### src/rtl/lift_call_ctrl.sv
// Four-floor lift call controller: latches call buttons, picks targets by SCAN, holds the door for DWELL_CYCLES.
// Optional build macro LIFT_CALL_DEBOUNCE_EN adds a two-sample debounce on every call button.
module lift_call_ctrl #(
    parameter int DWELL_CYCLES = 4
) (
    input  logic       clk,
    input  logic       reset,
    input  logic [3:0] call_btn,
    input  logic [1:0] lift_state,
    output logic [1:0] floor,
    output logic [3:0] pending,
    output logic       door_open,
    output logic       busy
);

    typedef enum logic [1:0] {IDLE, MOVE, DWELL} state_e;

    localparam logic [3:0] DWELL_LOAD = 4'(DWELL_CYCLES - 1);

    state_e     state_q, state_d;
    logic       dir_q, dir_d;
    logic [1:0] floor_q, floor_d;
    logic [3:0] pend_q, pend_d;
    logic [3:0] cnt_q, cnt_d;
    logic [3:0] cap;
    logic [2:0] sel;
    int         ls, fl;

`ifdef LIFT_CALL_DEBOUNCE_EN
    logic [3:0] db1_q, db2_q;

    // A call only counts once the button has been seen high on two consecutive edges.
    always_ff @(posedge clk or negedge reset) begin
        if (!reset) begin
            db1_q <= 4'b0;
            db2_q <= 4'b0;
        end else begin
            db1_q <= call_btn;
            db2_q <= db1_q;
        end
    end

    assign cap = db1_q & db2_q;
`else
    assign cap = call_btn;
`endif

    // Returns {found, floor} for the lowest (or highest) pending floor within [lo, hi].
    function automatic logic [2:0] pick(input logic [3:0] p, input int lo, input int hi,
                                        input logic want_high);
        logic [2:0] r;
        r = 3'b000;
        for (int i = 0; i < 4; i++) begin
            if (p[i] && i >= lo && i <= hi && (want_high || !r[2]))
                r = {1'b1, 2'(i)};
        end
        return r;
    endfunction

    always_comb begin
        state_d = state_q;
        dir_d   = dir_q;
        floor_d = floor_q;
        cnt_d   = cnt_q;
        pend_d  = pend_q | cap;
        sel     = 3'b000;
        ls      = int'(lift_state);
        fl      = int'(floor_q);
        case (state_q)
            IDLE: begin
                if (pend_q != 4'b0) begin
                    if (!dir_q) begin
                        sel = pick(pend_q, ls, 3, 1'b0);
                        if (!sel[2]) begin
                            sel   = pick(pend_q, 0, ls - 1, 1'b1);
                            dir_d = 1'b1;
                        end
                    end else begin
                        sel = pick(pend_q, 0, ls, 1'b1);
                        if (!sel[2]) begin
                            sel   = pick(pend_q, ls + 1, 3, 1'b0);
                            dir_d = 1'b0;
                        end
                    end
                    floor_d = sel[1:0];
                    state_d = MOVE;
                end
            end
            MOVE: begin
                if (lift_state == floor_q) begin
                    pend_d[floor_q] = 1'b0;
                    cnt_d           = DWELL_LOAD;
                    state_d         = DWELL;
                end else begin
                    // Intercept: a call strictly between car and target, nearest the car, wins.
                    sel = dir_q ? pick(pend_q, fl + 1, ls - 1, 1'b1)
                                : pick(pend_q, ls + 1, fl - 1, 1'b0);
                    if (sel[2])
                        floor_d = sel[1:0];
                end
            end
            DWELL: begin
                pend_d[floor_q] = 1'b0;
                if (cnt_q == 4'd0)
                    state_d = IDLE;
                else
                    cnt_d = cnt_q - 4'd1;
            end
            default: state_d = IDLE;
        endcase
    end

    always_ff @(posedge clk or negedge reset) begin
        if (!reset) begin
            state_q <= IDLE;
            dir_q   <= 1'b0;
            floor_q <= 2'd0;
            pend_q  <= 4'b0;
            cnt_q   <= 4'd0;
        end else begin
            state_q <= state_d;
            dir_q   <= dir_d;
            floor_q <= floor_d;
            pend_q  <= pend_d;
            cnt_q   <= cnt_d;
        end
    end

    assign floor     = floor_q;
    assign pending   = pend_q;
    assign door_open = (state_q == DWELL);
    assign busy      = (state_q != IDLE);

endmodule

### config.mk
export PLATFORM = sky130hd
export DESIGN_NAME = lift_call_ctrl
export DESIGN_NICKNAME = d
export VERILOG_FILES = /design/src/rtl/lift_call_ctrl.sv
export SDC_FILE = /design/constraint.sdc
export NUM_CORES = 1
export LEC_CHECK = 0
export ABC_AREA = 0
export BUFFER_PORTS_ARGS = -buffer_cell sky130_fd_sc_hd__buf_4
export CORE_ASPECT_RATIO = 0.9
export CORE_MARGIN = 2
export CORE_UTILIZATION = 54
export CTS_BUF_LIST = sky130_fd_sc_hd__clkbuf_4
export DETAILED_ROUTE_END_ITERATION = 8
export HOLD_SLACK_MARGIN = 0.05
export PLACE_DENSITY = 0.83
export SYNTH_ARGS = -nofsm -noshare
export SYNTH_HDL_FRONTEND = slang
export SYNTH_SLANG_ARGS = --single-unit
### constraint.sdc
create_clock -name clk -period 1.8 [get_ports clk]
set_input_delay 0 -clock clk [delete_from_list [all_inputs] [get_ports clk]]
set_output_delay 0 -clock clk [all_outputs]
set_load 0.01 [all_outputs]
==> results <==
- The count of placed standard cells in the final layout, fillers left out is 218.
- The cell at the root of the clock tree is sky130_fd_sc_hd__clkbuf_4.
- The number of antenna violations at the first check in global routing came to 0.
- The total setup violations reported at the end of the flow is 2.
- In this run the count of I/O pins placed on the die edge is 16.
- The Yosys step of the flow raised 0 warnings.
- The share of the yosys chip area belonging to registers is 0.238.
- Input and output buffers added on the ports amount to 15.
- In the final layout, the share of cells above drive strength 1 is 0.274.
- Between clock sinks in the finished design, the worst skew comes to 0.0158 ns.
- The number of placed instances, taps included is 206.
- The total die area is 2950 um^2.
- The leakage power total is 0.828 nW.
- Yosys mapped a number of flops with a built-in enable equal to 0.
- Dividing the final minimum period by the clock period gives 1.11.
- Data arrives at the worst endpoint at 2.19 ns.
- The number of max-slew violations in the final report is 0.
- The clock transition at the register clock pins on the worst setup and hold paths after CTS is 0.10 ns.
- The pin count of the biggest net entering global routing is 14.
- The count of state elements after synthesis is 13.
- The number of different library cells used by synthesis comes to 50.
- The library cell with the largest summed area after synthesis is sky130_fd_sc_hd__dfrtp_1.
- For this design the ratio of total power to cell area is 1610 nW/um^2.
- CTS built an H-tree with a depth of 1.
- The net count of the finished layout is 219.
- Setup repair after global routing could not meet its margin everywhere.
- 0 antenna diodes ended up in the layout.
- The sort of element at the end of the critical path is a flip-flop.
- For this run, asynchronously set or reset flops after synthesis account for 1.00.
- The global-route total usage across every layer is 0.257.
- The residual antenna-violating net count after detailed routing is 0.
- The transition at the pin with the smallest max-transition slack is 0.466 ns.
- The worst setup path is launched from a flip-flop.
- The total power consumption of the routed design is 0.00280 W.
- The first global-routing pass estimated 5840 um of wire.
- The flow ran to the end, but the final reports show violations.
- The floorplan has 17 rows.
- The commonest cells after synthesis are sky130_fd_sc_hd__ha_1 (20), sky130_fd_sc_hd__inv_1 (15), sky130_fd_sc_hd__dfrtp_1 (13).
- The via count is 1350.
- TritonCTS built the clock tree.
- The detail-routed net length per standard cell is 17.0 um.
- The clock passes through at most 2 buffers.
- After synthesis the cells add up to 1370 um^2.
- The count of endpoints failing hold in the final timing report is 0.
- The required arrival time at the worst endpoint is 1.99 ns.
- The number of clock buffers inserted by TritonCTS is 3.
- The checks that failed: setup timing.
- In this run the worst hold path is classified as input pin to asynchronous set/reset pin.
- The count of mapped cells out of synthesis is 155.
- The height of the die is 51.7 um.
- The HPWL after detailed placement is 2720 um.
- The average cell area after synthesis is 8.81 um^2.
- The DRC violation total after the first TritonRoute iteration is 45.
- The core region is 2420 um^2.
- From synthesis to final layout, the design area changed by 27.2%.
- The number of clock sinks is 13.
- Clock latency on the worst-skew pair, taken at its later pin, is 0.29 ns.
- The congestion estimate from routability-driven global placement came to 0.845.
- The share of synthesized area in the top cell type comes to 0.238.
- The dominant cell by count in the synthesized netlist is sky130_fd_sc_hd__ha_1.
- After global routing the overflow that remains totals 0.
- The worst path in the final design needs a cycle of 2.00 ns, including I/O delays and setup.
- In this run the horizontal extent of the chip is 57.0 um.
- Static timing analysis puts the maximum clock frequency at 500 MHz.
- The number of global-route vias before repair is 1242.
- The number of nets produced by synthesis is 183.
- Headroom to the max-slew limit came out at 0.686.
- The maximum VDD drop is 1.55 mV.
- The effective utilization at floorplan is 0.563.
- Ranked by total cell area, the synthesized netlist is headed by sky130_fd_sc_hd__dfrtp_1 (24%), sky130_fd_sc_hd__ha_1 (18%), sky130_fd_sc_hd__inv_1 (4.1%).
- Setup slack on the critical path of the routed design comes to -0.200 ns.
- The maximum fanout along the worst path is 5.
- The detailed-routing iteration count for the pre-antenna-repair pass is 5.
- The number of maximum-capacitance violations is 0.
- Dividing the detail-routed via count by the number of cells gives 6.19.
- The start-to-end type of the worst setup path is flip-flop to flip-flop.
- Summed over all layers, the routed wires come to 3700 um.
- The most used flip-flop cell after synthesis is sky130_fd_sc_hd__dfrtp_1.
- The final routed DRC violation total is 0.
## power breakdown
part | leakage, nW | internal (W) | total [W] | switching (W)
sequential | 0.153 | 0.000423 | 0.000645 | 0.000222
clock | 0.0177 | 0.0000826 | 0.000194 | 0.000111
combinational | 0.658 | 0.000953 | 0.00196 | 0.00100
total | 0.828 | 0.00146 | 0.00280 | 0.00134
## routing by layer
metal  vias to the layer above  part of all wire  GRT usage  routed length [um]
met4                         0             0.029     0.0736                 108
met1                       641              0.43      0.332                1590
met2                        56              0.47      0.444                1730
li1                        634                 -          -                   -
met5                         -                 0          0                   0
met3                        19             0.073     0.0448                 269
## critical path, stage by stage, from the launching register on
cell,delay [ns]
sky130_fd_sc_hd__dfrtp_2,0.44
sky130_fd_sc_hd__inv_4,0.06
sky130_fd_sc_hd__ha_4,0.16
sky130_fd_sc_hd__o211a_1,0.24
sky130_fd_sc_hd__nor3_2,0.21
sky130_fd_sc_hd__o311ai_2,0.17
sky130_fd_sc_hd__a22oi_2,0.29
sky130_fd_sc_hd__mux2_4,0.32
## layout make-up
type / instances / area (um^2)
multi-input combinational: 121 / 997
fill: 177 / 688
sequential: 13 / 328
timing repair buffer: 37 / 290
inverter: 15 / 58.8
tap: 28 / 35.0
clock buffer: 3 / 22.5
clock inverter: 1 / 5.00
## flip-flops by register name (all words and copies together), names as in the netlist
| register | count |
|---|---|
| cnt_q | 4 |
| pending | 4 |
| floor | 2 |
| state_q | 2 |
| dir_q | 1 |
## through the flow
stage	cell area, um^2	TNS, ns	utilization	setup slack, ns	hold WS, ns
after floorplan	1370	-0.138	-	-0.138	-0.296
after global placement	1590	-0.113	0.655	-0.0845	-0.147
after detailed placement	1590	-0.361	0.655	-0.207	-0.141
after CTS	1680	-0.387	0.692	-0.197	0.0925
after global routing	1740	-0.507	0.716	-0.286	0.0964
final	1740	-0.339	0.716	-0.200	0.0821
## timing repair
item,CTS,global route
endpoints found under the setup margin,2,2
pin swaps,4,6
hold buffers,5,0
hold endpoints to repair,17,0
setup buffers,0,3
gates resized for setup,4,6
## cell families after synthesis
family	after synthesis	synth area share
mux	4	0.0339
compound gates	50	0.282
xor+xnor	2	0.0128
fa+ha+maj	20	0.183
flops	13	0.238
buf+inv	21	0.0642
simple gates	45	0.185
## path summary, 6_finish.rpt
kind | from | endpoint | slack [ns] | cells after the start
max | floor[0] | floor[0] | -0.20 | 7
max reg2reg | floor[0] | floor[0] | -0.20 | 7
min | reset | cnt_q[2] | 0.08 | 2
min reg2reg | state_q[1] | state_q[1] | 0.54 | 1
min in group clk | lift_state[1] | cnt_q[1] | 0.21 | 4
max in group asynchronous | reset | cnt_q[3] | 1.54 | 2
## placed cells by master (no fill, tap or decap), types with 6 or more instances in the layout
cell	instances
sky130_fd_sc_hd__nand2_1	6
sky130_fd_sc_hd__nor2_1	10
sky130_fd_sc_hd__nand2b_1	7
sky130_fd_sc_hd__buf_4	32
sky130_fd_sc_hd__inv_1	13
sky130_fd_sc_hd__ha_1	17
sky130_fd_sc_hd__dfrtp_1	11
sky130_fd_sc_hd__a21oi_1	6
sky130_fd_sc_hd__o21ai_0	6
Power figures use the tool's default switching activity.
